<file path="src/rtl/dcache_tag_ctrl.sv">
// rtl/dcache_tag_ctrl.sv - tag store SRAM sequencer: reset/flush invalidation sweep plus write/lookup arbitration
module dcache_tag_ctrl #(
  parameter int unsigned NUM_WORDS  = 256,
  parameter int unsigned DATA_WIDTH = 32,
  parameter int unsigned VALID_BIT  = 31
) (
  input  logic                          clk_i,
  input  logic                          rst_i,
  input  logic                          flush_req_i,
  output logic                          flush_ack_o,
  output logic                          busy_o,
  input  logic                          wr_req_i,
  output logic                          wr_gnt_o,
  input  logic [$clog2(NUM_WORDS)-1:0]  wr_addr_i,
  input  logic [DATA_WIDTH-1:0]         wr_data_i,
  input  logic                          rd_req_i,
  output logic                          rd_gnt_o,
  input  logic [$clog2(NUM_WORDS)-1:0]  rd_addr_i,
  input  logic [DATA_WIDTH-1:0]         rd_tag_i,
  output logic                          rd_rvalid_o,
  output logic [DATA_WIDTH-1:0]         rd_rdata_o,
  output logic                          rd_hit_o,
  output logic                          sram_en_o,
  output logic                          sram_we_o,
  output logic [DATA_WIDTH/8-1:0]       sram_be_o,
  output logic [$clog2(NUM_WORDS)-1:0]  sram_addr_o,
  output logic [DATA_WIDTH-1:0]         sram_wdata_o,
  input  logic [DATA_WIDTH-1:0]         sram_rdata_i
);

  localparam int unsigned IDX_W = $clog2(NUM_WORDS);
  localparam logic [IDX_W-1:0] LAST_IDX = IDX_W'(NUM_WORDS - 1);
  localparam logic [IDX_W-1:0] IDX_ONE  = IDX_W'(1);

  typedef enum logic [1:0] {
    ST_INIT  = 2'd0,
    ST_IDLE  = 2'd1,
    ST_FLUSH = 2'd2
  } state_e;

  state_e                state_q;
  logic [IDX_W-1:0]      idx_q;
  logic                  rvalid_q;
  logic                  flush_ack_q;
  logic [DATA_WIDTH-1:0] tag_q;
  logic [DATA_WIDTH-1:0] tag_diff;
  logic                  sweeping;

  assign sweeping    = (state_q != ST_IDLE);
  assign busy_o      = sweeping;
  assign flush_ack_o = flush_ack_q;
  assign rd_rvalid_o = rvalid_q;
  assign rd_rdata_o  = sram_rdata_i;
  // Only full-word writes ever happen, so every byte lane is always enabled.
  assign sram_be_o   = '1;

  // SRAM port mux and grants: sweep owns the port, otherwise flush > write > lookup.
  always_comb begin
    sram_en_o    = 1'b0;
    sram_we_o    = 1'b0;
    sram_addr_o  = '0;
    sram_wdata_o = '0;
    wr_gnt_o     = 1'b0;
    rd_gnt_o     = 1'b0;
    if (sweeping) begin
      sram_en_o   = 1'b1;
      sram_we_o   = 1'b1;
      sram_addr_o = idx_q;
    end else if (!flush_req_i) begin
      if (wr_req_i) begin
        wr_gnt_o     = 1'b1;
        sram_en_o    = 1'b1;
        sram_we_o    = 1'b1;
        sram_addr_o  = wr_addr_i;
        sram_wdata_o = wr_data_i;
      end else if (rd_req_i) begin
        rd_gnt_o    = 1'b1;
        sram_en_o   = 1'b1;
        sram_addr_o = rd_addr_i;
      end
    end
  end

  // Sweep sequencer, lookup pipeline register and flush acknowledge.
  always_ff @(posedge clk_i or posedge rst_i) begin
    if (rst_i) begin
      state_q     <= ST_INIT;
      idx_q       <= '0;
      rvalid_q    <= 1'b0;
      flush_ack_q <= 1'b0;
      tag_q       <= '0;
    end else begin
      rvalid_q    <= rd_gnt_o;
      flush_ack_q <= 1'b0;
      if (rd_gnt_o) begin
        tag_q <= rd_tag_i;
      end
      case (state_q)
        ST_INIT, ST_FLUSH: begin
          idx_q <= idx_q + IDX_ONE;
          if (idx_q == LAST_IDX) begin
            state_q <= ST_IDLE;
            if (state_q == ST_FLUSH) begin
              flush_ack_q <= 1'b1;
            end
          end
        end
        ST_IDLE: begin
          if (flush_req_i) begin
            state_q <= ST_FLUSH;
          end
        end
        default: begin
          state_q <= ST_INIT;
          idx_q   <= '0;
        end
      endcase
    end
  end

  // Tag compare ignores the valid position; validity is checked separately.
  always_comb begin
    tag_diff            = sram_rdata_i ^ tag_q;
    tag_diff[VALID_BIT] = 1'b0;
  end

  assign rd_hit_o = rvalid_q & sram_rdata_i[VALID_BIT] & ~(|tag_diff);

endmodule

</file>
<file path="config.mk">
export PLATFORM = sky130hd
export DESIGN_NAME = dcache_tag_ctrl
export DESIGN_NICKNAME = d
export VERILOG_FILES = /design/src/rtl/dcache_tag_ctrl.sv
export SDC_FILE = /design/constraint.sdc
export NUM_CORES = 1
export LEC_CHECK = 0
export CORE_UTILIZATION = 34
export DETAILED_ROUTE_END_ITERATION = 12
export GPL_TIMING_DRIVEN = 0
export PLACE_DENSITY = 0.85
export REMOVE_ABC_BUFFERS = 1
export SETUP_SLACK_MARGIN = 0.02
export SLEW_MARGIN = 20
export SYNTH_ARGS = -nofsm -noshare
export SYNTH_HDL_FRONTEND = slang
export SYNTH_SLANG_ARGS = --single-unit
</file>
<file path="constraint.sdc">
create_clock -name clk_i -period 1.65 [get_ports clk_i]
set_input_delay 0.33 -clock clk_i [delete_from_list [all_inputs] [get_ports clk_i]]
set_output_delay 0.33 -clock clk_i [all_outputs]
set_load 0.02 [all_outputs]
</file>
---- After elaboration in Yosys (flattened, before gate mapping) ----
Cells that the tools add are included.
word-level totals
  register bits after elaboration ......... 43
  bits in latches ......................... 0
  bits in writable memories ............... 0
  bits in read-only memories .............. 0
  input port bits ......................... 117
  output and inout bits ................... 84
  logic and storage cells ................. 45
  memories ................................ 0
operators by class
  add/subtract/negate cells ............... 1
  multiply operators ...................... 0
  divide/modulo/power cells ............... 0
  $lt $le $gt $ge ......................... 0
  equality and inequality tests ........... 6
  shifts and indexed selects .............. 0
  mux-type cells .......................... 25
  bitwise operators ....................... 4
  reductions and logical operators ........ 4
operator list
  operator               count
  $mux W32               3
  $mux W8                4
  $reduce_or A31 Y1      1
  $xor A31 B31 Y31       1
  $pmux W8 S2            1
  $mux W1                14
  $add A8 B1 Y8 const B  1
  $eq A8 B8 Y1 const B   1
  $mux W2                2
  $ne A2 B2 Y1 const B   2
  $pmux W2 S2            1
  $and A1 B1 Y1          2
  $eq A2 B1 Y1 const B   1
  $eq A2 B2 Y1 const B   1
  $logic_not A2 Y1       1
  $ne A2 B1 Y1 const B   1
  $reduce_and A2 Y1      1
  $reduce_or A2 Y1       1
  $not A1 Y1             1

---- Logic depth before layout (Yosys ltp) ----
  word-level depth ........................ 4
  gate-level depth with buffers ........... 6
  mapped depth without buffers ............ 5

---- Least setup slack after synthesis ----
No wires, ideal clock.
  path type ............................... flip-flop to output port
  start ................................... reg tag_q[3]
  end ..................................... out rd_hit_o
  arrival time ............................ 1.765 ns
  slack ................................... -0.445 ns
  stages on the path, launching flop included .. 5
  path buffers ............................ 0
  cell sequence ........................... dfrtp_1 xnor2_1 nand3_1 or4_1 nor4_1
on the way
  word-level cells in the longest chain between the ends .. 4
RTL lines
  item                    line  text
  from (decl)             45    logic [DATA_WIDTH-1:0] tag_q;
  from (signal assigned)  96    tag_q <= rd_tag_i;
  $xor A31 B31 Y31        123   tag_diff = sram_rdata_i ^ tag_q;
  $reduce_or A31 Y1       127   assign rd_hit_o = rvalid_q & sram_rdata_i[VALID_BIT] & ~(|tag_diff);
  $not A1 Y1              127
  $and A1 B1 Y1           127
  to (decl)               22    output logic rd_hit_o,
Every way passes these cells.

---- Final worst setup path ----
  start ................................... reg tag_q[19]
  end ..................................... out rd_hit_o
The elaborated chain is that of the path after synthesis.

==> impl_metrics.py <==
metrics = {
    "status": {
        "status": "complete, but fails checks",
        "violations": "negative setup slack",
    },
    "floorplanning": {
        "fp.dieH_um": 90.9,
        "die_width_um": 90.9,
        "rows": 32,
        "ios": 201,
        "dieArea_mm2": 0.00826,
        "fp.coreArea_mm2": 0.00769,
        "start_util_pct": 34.9,
    },
    "pwr": {
        "power_uw": 3360,
        "ir_worst_vdd_mv": 0.515,
        "powerDensity_mw_per_mm2": 627,
        "p_leak_uw": 0.00250,
    },
    "placement": {
        "dp_hpwl_um": 6640,
        "placed_area_mm2": 0.00452,
        "portBuffers": 195,
        "gp_congestion": 0.800,
    },
    "worst_setup_path": {
        "required_ns": 1.32,
        "cp_slowest_cell": "or4_1",
        "r2r_end": "tag_q[11]",
        "ff2ff_setup_slack_ns": -0.23,
        "cp-start-kind": "register",
        "cp.arrival_ns": 1.93,
        "reg2regPathDepth": 8,
        "critPathMaxStageDelay_ns": 0.43,
        "reg2reg_from": "state_q[1]",
        "crit_chain": "xnor2_1, nand4_1, or4_1, nor4_1, buf_2",
        "cp_max_fo": 2,
        "worst-setup-path-type": "reg2out",
        "crit_path_end_kind": "output pin",
    },
    "clock_network": {
        "cts-buffers-inserted": 5,
        "htreeDepth": 2,
        "clk_path_buf_depth": 2,
        "root_buffer": "clkbuf_8",
        "clk_pin_slew_ns": 0.10,
        "clk_latency_ns": 0.30,
        "cts_tree": "done",
        "clock_sinks": 43,
    },
    "drt": {
        "via_count": 2840,
        "drtIter0Drc": 110,
        "wire_per_inst_um": 20.8,
        "antenna_left": 0,
        "drtPass1Iterations": 6,
        "viasPerCell": 5.09,
        "totalWireLength_um": 11600,
        "drc": 0,
    },
    "final_layout": {
        "num-fill-cells": 523,
        "syn2layout_area_growth_pct": 99.3,
        "drive_gt1_share_pct": 36.9,
        "fin_area_mm2": 0.00535,
        "final_nets": 570,
    },
    "sta": {
        "fin_worst_skew_ns": 0.0156,
        "hold_viol": 0,
        "finalCritPeriodShare_pct": 137,
        "period_needed_ns": 2.26,
        "slew_viol_final": 0,
        "finalWorstSetupSlack_ns": -0.606,
        "rsz0062_at_grt": "yes",
        "setup_viol": 75,
        "holdWs_ns": 0.359,
        "fmax_mhz": 443,
    },
    "global_routing": {
        "grt_pass1_wl_um": 16300,
        "track_usage_pct": 25.7,
        "grt_pass1_vias": 3090,
        "grt-ovfl-total": 0,
        "antenna_found_initial": 2,
        "grt_max_degree": 25,
    },
    "synth": {
        "yosysSeqAreaShare_pct": 40.1,
        "synth_flop_cell": "dfrtp_1",
        "synth-edff-count": 0,
        "synth_seq_cells": 43,
        "synth_area_mm2": 0.00269,
        "synth_warnings": 0,
        "synth.area.top_cells": "dfrtp_1 40%, mux2_2 13%, buf_4 10%, and2_1 7.5%, xor2_1 6.5%",
        "yosysTopAreaCell": "dfrtp_1",
        "syn_inst": 254,
        "synthArstFlopShare_pct": 100,
        "postSynthAreaPerCell_um2": 10.6,
        "synth_cell_type_count": 33,
        "synth.most_common_cell": "dfrtp_1",
        "synth_top_cells_by_count": "43 x dfrtp_1, 37 x buf_4, 32 x and2_1",
        "yosys.area.top_type_share_pct": 40.1,
    },
    "hold_path": {
        "hp-class": "in2async",
    },
    "flow_run": {
        "maxCapViolCount": 0,
    },
}
[flip-flops by register name, summed over array words and instances (netlist names)]
register	count
rd_rvalid_o	1
idx_q	8
tag_q	31
flush_ack_o	1
state_q	2
[stage by stage]
step,TNS [ns],instances,worst slack (ns),util (%)
2_1_floorplan,-71.20,211,-1.16,-
3_3_place_gp,-157.63,508,-2.21,57.7
3_5_place_dp,-74.18,512,-1.30,58.8
4_1_cts,-21.63,557,-0.663,69.1
5_1_grt,-30.09,558,-0.713,69.6
6_report,-24.95,558,-0.606,69.6
[cells in the final DEF (no fill, tap or decap), drive strengths merged, types with 4 or more instances in the layout]
master,n
clkdlybuf4s50,113
buf,85
dfrtp,43
dlygate4sd2,34
and2,32
mux2,31
xor2,20
xnor2,13
inv,11
a222oi,8
nand4,6
o21ai,6
nand2,6
clkbuf,5
nand3,5
nor4,5
conb,4
[how the worst max path moves through the flow]
stage                     startpoint              to  slack [ns]  cells past startpoint
floorplan                 state_q[0]  sram_addr_o[5]       -1.16                      5
detailed placement  sram_rdata_i[14]        rd_hit_o       -1.30                      6
CTS                        tag_q[22]        rd_hit_o       -0.66                      5
global route              state_q[1]  sram_addr_o[4]       -0.71                      7
global placement          state_q[0]  sram_addr_o[5]       -2.21                      6
finish                     tag_q[19]        rd_hit_o       -0.61                      5
[area by class of cell]
type,count,area (um^2),share of cell area (%)
repair buffers,234,2500,46.7
multi-input cells,156,1480,27.6
flip-flops and latches,43,1080,20.1
well taps,102,128,2.38
clock buffers,5,68.8,1.29
inverters,12,50.0,0.935
clock inverters,3,43.8,0.818
diodes,3,7.51,0.140
[cells by family (layout without fill, tap and decap cells)]
logic type      Yosys count  after routing  synth area share (%)
simple gates             66             66                  15.2
buf+inv                  58            254                  14.2
flops                    43             43                  40.1
xor+xnor                 33             33                  10.8
mux                      31             31                  13.0
compound gates           21             21                  6.10
fa+ha+maj                 1              1                 0.466
other cells               1              7                 0.140
[worst max-delay path, delay by kind of cell (launching register included)]
| family | cells | cell delay, ns |
|---|---|---|
| xor+xnor | 1 | 0.21 |
| buf+inv | 1 | 0.21 |
| flops | 1 | 0.41 |
| simple gates | 3 | 0.80 |
[where the power goes]
group | total [uW] | switching, uW | internal, uW | leakage (uW)
sequential | 1360 | 190 | 1170 | 0.000568
combinational | 1160 | 533 | 631 | 0.00187
clock | 828 | 377 | 451 | 0.0000581
total | 3360 | 1100 | 2260 | 0.00250
[per-layer routing]
metal  GRT usage [%]  up-vias  part of all wire, %
met5               0        -                    0
met4            11.5        0                  5.1
met3            7.58       39                  7.5
met2            48.6      184                   53
met1            25.8     1387                   34
li1                -     1230                    -
[what timing repair did]
item	CTS	global route
resized for setup	395	36
hold buffers	0	0
pin swaps	18	39
endpoints found under the setup margin	110	80
setup buffers	33	7
cloned	5	0
No activity file was read; power rests on OpenSTA's default activity.
